`config.mk`:
```
export PLATFORM = sky130hd
export DESIGN_NAME = block_motion_ctrl
export DESIGN_NICKNAME = d
export VERILOG_FILES = /design/src/rtl/block_motion_ctrl.sv
export SDC_FILE = /design/constraint.sdc
export NUM_CORES = 1
export LEC_CHECK = 0
export ABC_CLOCK_PERIOD_IN_PS = 3770
export CORE_ASPECT_RATIO = 0.6
export CORE_MARGIN = 2
export CORE_UTILIZATION = 57
export DETAILED_ROUTE_END_ITERATION = 12
export GPL_TIMING_DRIVEN = 0
export PLACE_DENSITY = 0.82
export REMOVE_ABC_BUFFERS = 1
export SLEW_MARGIN = 5
export SYNTH_ARGS = -nofsm -noshare
export SYNTH_HDL_FRONTEND = slang
export SYNTH_SLANG_ARGS = --single-unit
```
`constraint.sdc`:
```
create_clock -name pixel_clk -period 3.77 [get_ports pixel_clk]
set_input_delay 0.754 -clock pixel_clk [delete_from_list [all_inputs] [get_ports pixel_clk]]
set_output_delay 0.754 -clock pixel_clk [all_outputs]
set_load 0.05 [all_outputs]
```
`src/rtl/block_motion_ctrl.sv`:
```
`default_nettype none
// ============================================================================
// Module      : block_motion_ctrl
// Description : Frame-synchronous motion controller for the bouncing picture
//               block. The block advances once every FRAME_DIV frames, and
//               only after the last active pixel of a frame, so block_x and
//               block_y never change while a frame is being drawn.
//
// Ports       : pixel_clk   - pixel clock, rising edge
//               sys_rst     - asynchronous active-high reset
//               pixel_xpos  - current X position from timing generator (11b)
//               pixel_ypos  - current Y position from timing generator (11b)
//               run         - 1 = keep moving, 0 = freeze after current update
//               step_x      - X pixels per step, 0 freezes the X axis (4b)
//               step_y      - Y pixels per step, 0 freezes the Y axis (4b)
//               block_x     - block origin X (11b)
//               block_y     - block origin Y (11b)
//               h_direct    - 1 = moving right, 0 = moving left
//               v_direct    - 1 = moving down, 0 = moving up
//               pos_valid   - one-cycle pulse when block_x/block_y update
//               bounce      - one-cycle pulse, [0] X edge hit, [1] Y edge hit
//
// Revision    : 1.0 - initial release
// ============================================================================
module block_motion_ctrl #(
    parameter int H_DISP    = 1280,
    parameter int V_DISP    = 720,
    parameter int SIDE_W    = 40,
    parameter int BLOCK_W   = 97,
    parameter int FRAME_DIV = 1
) (
    input  logic        pixel_clk,
    input  logic        sys_rst,
    input  logic [10:0] pixel_xpos,
    input  logic [10:0] pixel_ypos,
    input  logic        run,
    input  logic [3:0]  step_x,
    input  logic [3:0]  step_y,
    output logic [10:0] block_x,
    output logic [10:0] block_y,
    output logic        h_direct,
    output logic        v_direct,
    output logic        pos_valid,
    output logic [1:0]  bounce
);

    // ------------------------------------------------------------------------
    // Constants
    // ------------------------------------------------------------------------
    localparam logic [10:0] c_XMIN     = 11'(SIDE_W);
    localparam logic [10:0] c_YMIN     = 11'(SIDE_W);
    localparam logic [10:0] c_XMAX     = 11'(H_DISP - SIDE_W - BLOCK_W);
    localparam logic [10:0] c_YMAX     = 11'(V_DISP - SIDE_W - BLOCK_W);
    localparam logic [10:0] c_EOF_X    = 11'(H_DISP - 1);
    localparam logic [10:0] c_EOF_Y    = 11'(V_DISP - 1);
    localparam logic [7:0]  c_DIV_LAST = 8'(FRAME_DIV - 1);

    localparam logic [2:0] c_ST_IDLE     = 3'd0;
    localparam logic [2:0] c_ST_WAIT_EOF = 3'd1;
    localparam logic [2:0] c_ST_CALC_X   = 3'd2;
    localparam logic [2:0] c_ST_CALC_Y   = 3'd3;
    localparam logic [2:0] c_ST_PUBLISH  = 3'd4;

    // ------------------------------------------------------------------------
    // One-axis move with exact clamping. Returns {hit, new_pos, new_dir}.
    // A step that reaches or passes a limit lands exactly on it and reverses
    // direction; a zero step holds position and direction unchanged.
    // ------------------------------------------------------------------------
    function automatic logic [12:0] f_axis(
        input logic [10:0] pos,
        input logic [3:0]  step,
        input logic        dir,
        input logic [10:0] lo,
        input logic [10:0] hi
    );
        logic [11:0] sum;
        logic [11:0] lo_plus;
        logic [10:0] nxt;
        logic        hit;
        logic        ndir;
        sum     = {1'b0, pos} + {8'd0, step};
        lo_plus = {1'b0, lo} + {8'd0, step};
        nxt     = pos;
        hit     = 1'b0;
        ndir    = dir;
        if (step != 4'd0) begin
            if (dir) begin
                if (sum >= {1'b0, hi}) begin
                    nxt  = hi;
                    hit  = 1'b1;
                    ndir = 1'b0;
                end else begin
                    nxt = sum[10:0];
                end
            end else begin
                if ({1'b0, pos} <= lo_plus) begin
                    nxt  = lo;
                    hit  = 1'b1;
                    ndir = 1'b1;
                end else begin
                    nxt = pos - {7'd0, step};
                end
            end
        end
        return {hit, nxt, ndir};
    endfunction

    // ------------------------------------------------------------------------
    // Signals
    // ------------------------------------------------------------------------
    logic [2:0]  r_state;
    logic [2:0]  w_state_nxt;
    logic [7:0]  r_frame_cnt;
    logic [3:0]  r_step_x;
    logic [3:0]  r_step_y;
    logic [10:0] r_nx;
    logic [10:0] r_ny;
    logic        r_nh;
    logic        r_nv;
    logic        r_bx;
    logic        r_by;
    logic [10:0] r_block_x;
    logic [10:0] r_block_y;
    logic        r_h_direct;
    logic        r_v_direct;
    logic        r_pos_valid;
    logic [1:0]  r_bounce;

    logic        w_eof;
    logic        w_last_frame;
    logic        w_latch;
    logic        w_cnt_inc;
    logic        w_cnt_clr;
    logic        w_calc_x;
    logic        w_calc_y;
    logic        w_publish;
    logic [12:0] w_ax;
    logic [12:0] w_ay;

    assign w_eof        = (pixel_xpos == c_EOF_X) && (pixel_ypos == c_EOF_Y);
    assign w_last_frame = (r_frame_cnt == c_DIV_LAST);

    // Axis results come from the published position, which is stable
    // for the whole update sequence.
    assign w_ax = f_axis(r_block_x, r_step_x, r_h_direct, c_XMIN, c_XMAX);
    assign w_ay = f_axis(r_block_y, r_step_y, r_v_direct, c_YMIN, c_YMAX);

    // ------------------------------------------------------------------------
    // FSM: state register
    // ------------------------------------------------------------------------
    always_ff @(posedge pixel_clk or posedge sys_rst) begin
        if (sys_rst) begin
            r_state <= c_ST_IDLE;
        end else begin
            r_state <= w_state_nxt;
        end
    end

    // ------------------------------------------------------------------------
    // FSM: next-state logic. Stopping takes priority over a coincident eof in
    // WAIT_EOF; once an update starts it always runs to PUBLISH.
    // ------------------------------------------------------------------------
    always_comb begin
        w_state_nxt = r_state;
        case (r_state)
            c_ST_IDLE: begin
                if (run) w_state_nxt = c_ST_WAIT_EOF;
            end
            c_ST_WAIT_EOF: begin
                if (!run) begin
                    w_state_nxt = c_ST_IDLE;
                end else if (w_eof && w_last_frame) begin
                    w_state_nxt = c_ST_CALC_X;
                end
            end
            c_ST_CALC_X:  w_state_nxt = c_ST_CALC_Y;
            c_ST_CALC_Y:  w_state_nxt = c_ST_PUBLISH;
            c_ST_PUBLISH: w_state_nxt = c_ST_WAIT_EOF;
            default:      w_state_nxt = c_ST_IDLE;
        endcase
    end

    // ------------------------------------------------------------------------
    // FSM: output decode
    // ------------------------------------------------------------------------
    always_comb begin
        w_latch   = 1'b0;
        w_cnt_inc = 1'b0;
        w_cnt_clr = 1'b0;
        w_calc_x  = 1'b0;
        w_calc_y  = 1'b0;
        w_publish = 1'b0;
        case (r_state)
            c_ST_IDLE: begin
                w_cnt_clr = 1'b1;
            end
            c_ST_WAIT_EOF: begin
                if (!run) begin
                    w_cnt_clr = 1'b1;
                end else if (w_eof) begin
                    if (w_last_frame) begin
                        w_cnt_clr = 1'b1;
                        w_latch   = 1'b1;
                    end else begin
                        w_cnt_inc = 1'b1;
                    end
                end
            end
            c_ST_CALC_X:  w_calc_x  = 1'b1;
            c_ST_CALC_Y:  w_calc_y  = 1'b1;
            c_ST_PUBLISH: w_publish = 1'b1;
            default:      w_cnt_clr = 1'b1;
        endcase
    end

    // ------------------------------------------------------------------------
    // Frame divider and step latch
    // ------------------------------------------------------------------------
    always_ff @(posedge pixel_clk or posedge sys_rst) begin
        if (sys_rst) begin
            r_frame_cnt <= 8'd0;
            r_step_x    <= 4'd0;
            r_step_y    <= 4'd0;
        end else begin
            if (w_cnt_clr) begin
                r_frame_cnt <= 8'd0;
            end else if (w_cnt_inc) begin
                r_frame_cnt <= r_frame_cnt + 8'd1;
            end
            if (w_latch) begin
                r_step_x <= step_x;
                r_step_y <= step_y;
            end
        end
    end

    // ------------------------------------------------------------------------
    // Staged results: computed in CALC_X / CALC_Y, held until PUBLISH
    // ------------------------------------------------------------------------
    always_ff @(posedge pixel_clk or posedge sys_rst) begin
        if (sys_rst) begin
            r_nx <= c_XMIN;
            r_ny <= c_YMIN;
            r_nh <= 1'b1;
            r_nv <= 1'b1;
            r_bx <= 1'b0;
            r_by <= 1'b0;
        end else begin
            if (w_calc_x) begin
                r_bx <= w_ax[12];
                r_nx <= w_ax[11:1];
                r_nh <= w_ax[0];
            end
            if (w_calc_y) begin
                r_by <= w_ay[12];
                r_ny <= w_ay[11:1];
                r_nv <= w_ay[0];
            end
        end
    end

    // ------------------------------------------------------------------------
    // Published outputs: all fields change together in the PUBLISH cycle
    // ------------------------------------------------------------------------
    always_ff @(posedge pixel_clk or posedge sys_rst) begin
        if (sys_rst) begin
            r_block_x   <= c_XMIN;
            r_block_y   <= c_YMIN;
            r_h_direct  <= 1'b1;
            r_v_direct  <= 1'b1;
            r_pos_valid <= 1'b0;
            r_bounce    <= 2'b00;
        end else begin
            r_pos_valid <= w_publish;
            r_bounce    <= w_publish ? {r_by, r_bx} : 2'b00;
            if (w_publish) begin
                r_block_x  <= r_nx;
                r_block_y  <= r_ny;
                r_h_direct <= r_nh;
                r_v_direct <= r_nv;
            end
        end
    end

    assign block_x   = r_block_x;
    assign block_y   = r_block_y;
    assign h_direct  = r_h_direct;
    assign v_direct  = r_v_direct;
    assign pos_valid = r_pos_valid;
    assign bounce    = r_bounce;

endmodule
`default_nettype wire
```
==> summary.txt <==
share of the synthesized area in the top cell type: 31.06%
ranking of synthesized cells by area: dfrtp_1, dfstp_2, mux2_2, ha_1, nor2_1
Slew Limit Fails: 0
first-pass GRT wire length: 19870 microns
setup violators final: 0
Vias/cell: 6.246
Sequential Power Share: 46.5%
Slowest-stage cell, CP: a211oi_1
global-route usage over all layers: 27.96%
worst path cell trace: inv_1, ha_1, nand2b_1, a211oi_1, nand3_1, o31ai_1, a41oi_1, o21ai_1, o221a_2
setup repair bufs after CTS: 0
Core ar.: 0.008039 sq mm
die area: 0.009259 sq mm
worst-skew pair later-pin latency: 0.33 ns
leading cell type in the layout, fill and taps excluded: dfrtp_1
Clock power frac: 50.2%
P_sw: 0.3476 mW
CP endpoint kind: register
Worst-Margin Slew: 1.039 ns
Critical path buffers and inverters: 1
status: finished, final reports clean
Post-synth EDFFs: 0
Worst EP arrival: 3.27 ns
switching share of power: 20.83%
final WL: 12110 microns
num ports: 60
Fin. Hold Viols: 0
detailed-route via count: 4285
GPL Wtd Cong: 0.9596
Inserted Clock Buffers: 9
Leakage: 2.489 nW
largest net degree at the start of global routing: 73
most frequent cells in the layout: dfrtp_1, clkdlybuf4s50_1, nor2_1, nand2_1, mux2_2
Clock Skews: 0.007467 ns
CTS Hold Bufs: 0
WL/cell: 17.65 microns
Yosys cell types: 67
vias in the first global route: 3970
Largest stage delay, worst path: 0.56 ns
Gate power share: 3.4%
ys async rst share: 100.0%
dpl hpwl: 9013 microns
share of layout cells above drive strength 1: 12.11%
Seq. cell area: 0.001817 sq mm
Max-Cap Viols: 0
number of cells upsized or downsized after cts: 0
H-tree levels: 3
Req. time, crit path: 4.04 ns
worst-case clock buffer depth: 2
CP max FO: 10
antenna violations before repair: 0
Worst path top cell family by delay: compound AO/OA/AOI/OAI gates
sequential area share after synthesis: 37.58%
worst min path class: register to register
largest area contributor in the netlist: dfrtp_1
post-synthesis cell area: 0.004835 sq mm
Routed Antenna Nets: 0
Pre-antenna DRT Iters: 5
FP Rows: 25
final worst setup slack: 0.7692 ns
worst slack at placement: 0.4973 ns
DR DRC count: 0
IO Port Bufs: 59
yosys warns: 0
Starting DRT DRC Count: 472
grt total ovfl: 0
Synth Flop Type: dfrtp_1
clk slew on worst S/H paths: 0.06 ns
max frequency: 333.2 MHz
clock root cell: clkbuf_16
layout overhead on the synthesized area: 19.57%
CTS tree: built
# nets final: 630
Internal: 1.321 mW
CP Launch Type: register
# diodes: 0
Multi-input gate area: 0.002810 sq mm
final period utilization: 79.60%
RSZ-0062 raised after global routing: no
#FFs+latches synth: 72
die height: 75.34 microns
syn_area_per_cell: 9.157 sq um
VDD IR-drop max: 0.2386 mV
CTS Sinks: 72
final core utilization: 71.91%
Slew headroom: 30.08%
Post-Syn Instances: 528
Pwr Density: 288.7 mW/mm^2
fill cell count: 591
critical path class: register to register
die width: 122.9 microns
min Tclk post-route: 3.001 ns
Initial Utilization: 60.14%
==> registers in the layout, indices dropped and copies added, names as in the netlist <==
signal and cells:
r_ny 11, r_by 1, bounce 2, r_step_y 4, pos_valid 1, block_x 11
v_direct 1, r_nv 1, r_frame_cnt 8, r_nx 11, h_direct 1, block_y 11
r_nh 1, r_step_x 4, r_bx 1, r_state 3
==> worst paths after layout <==
path	end	slack, ns	startpoint	depth (start not counted)
min in group asynchronous	block_x[9]	0.96	sys_rst	2
max	r_nv	0.77	r_step_y[2]	9
max in group asynchronous	r_step_y[3]	2.24	sys_rst	2
min	r_bx	0.48	r_bx	2
max reg2reg	r_nv	0.77	r_step_y[2]	9
min reg2reg	r_bx	0.48	r_bx	2
==> through the flow <==
stage                     power [mW]  cells  TNS [ns]  hold WS (ns)  instance area [sq um]
after floorplan               0.8072    500         0        0.4349                   4717
final                          1.669    686         0        0.4846                   5781
after global routing           1.722    686         0        0.4949                   5781
after detailed placement      0.8468    670         0        0.4730                   5483
after CTS                      1.684    686         0        0.4850                   5781
after global placement        0.8444    667    -13.76        0.4588                   5443
==> power by group through the flow <==
stage	Clock [mW]	Sequential (mW)	Combinational, mW
after global placement	0	0.789	0.0554
after floorplan	0	0.789	0.0184
final	0.837	0.776	0.0561
after CTS	0.851	0.776	0.0578
after global routing	0.884	0.775	0.0627
after detailed placement	0	0.789	0.0577
==> area by class of cell <==
class / instances / area share [%]
Clock buffer: 10 / 3.961
Clock inverter: 6 / 1.190
Inverter: 27 / 1.797
Multi-Input combinational cell: 401 / 48.61
Sequential cell: 72 / 31.43
Tap cell: 108 / 2.338
Timing Repair Buffer: 62 / 10.67
==> kinds of logic (layout without fill, tap and decap cells) <==
kind of cell	count (synthesis)	count (layout)	synth area share, %
AOI/OAI and AO/OA	140	140	19.31
xor gates and xnor gates	31	31	5.616
adders and majority gates	24	24	6.832
buffers and inverters	55	105	4.529
DFF	72	72	37.58
muxes	33	33	7.634
and+or+nand+nor	173	173	18.50
==> metal layers <==
| metal | track usage [%] | vias up | wire (microns) |
|---|---|---|---|
| met5 | 0 | - | 0 |
| met4 | 6.003 | 0 | 107 |
| met3 | 8.009 | 20 | 1165 |
| met2 | 40.82 | 209 | 5211 |
| met1 | 41.57 | 2036 | 5625 |
| li1 | - | 2020 | - |
==> cells in the mapped netlist, drive strengths merged (2+ instances only) <==
cell type  count
inv           27
fa             4
a22oi          5
nand4b         2
nor3b          3
clkbuf        21
and2           4
nor2          48
mux2          28
buf            7
o22ai         16
o211a          3
nand2         36
nor4b          2
mux2i          5
a21o           5
nand4          8
or4            7
a41oi          2
and3b          2
nor3          11
and3           5
nor4           4
o21a           4
nand2b         6
dfstp         12
xor2          15
xnor2         16
a31oi         10
a211oi        14
ha            20
a31o           3
nand3         13
or3            5
o21ai         27
or3b           2
nor2b         10
a2bb2oi        2
o211ai         3
dfrtp         60
a21oi         28
o31ai          6
==> worst min-delay path: cells and delay by family, from the launching register on <==
kind | cells | cell delay, ns
flops | 1 | 0.34
compound gates | 1 | 0.06
simple gates | 1 | 0.05
No activity file was read; power rests on OpenSTA's default activity.
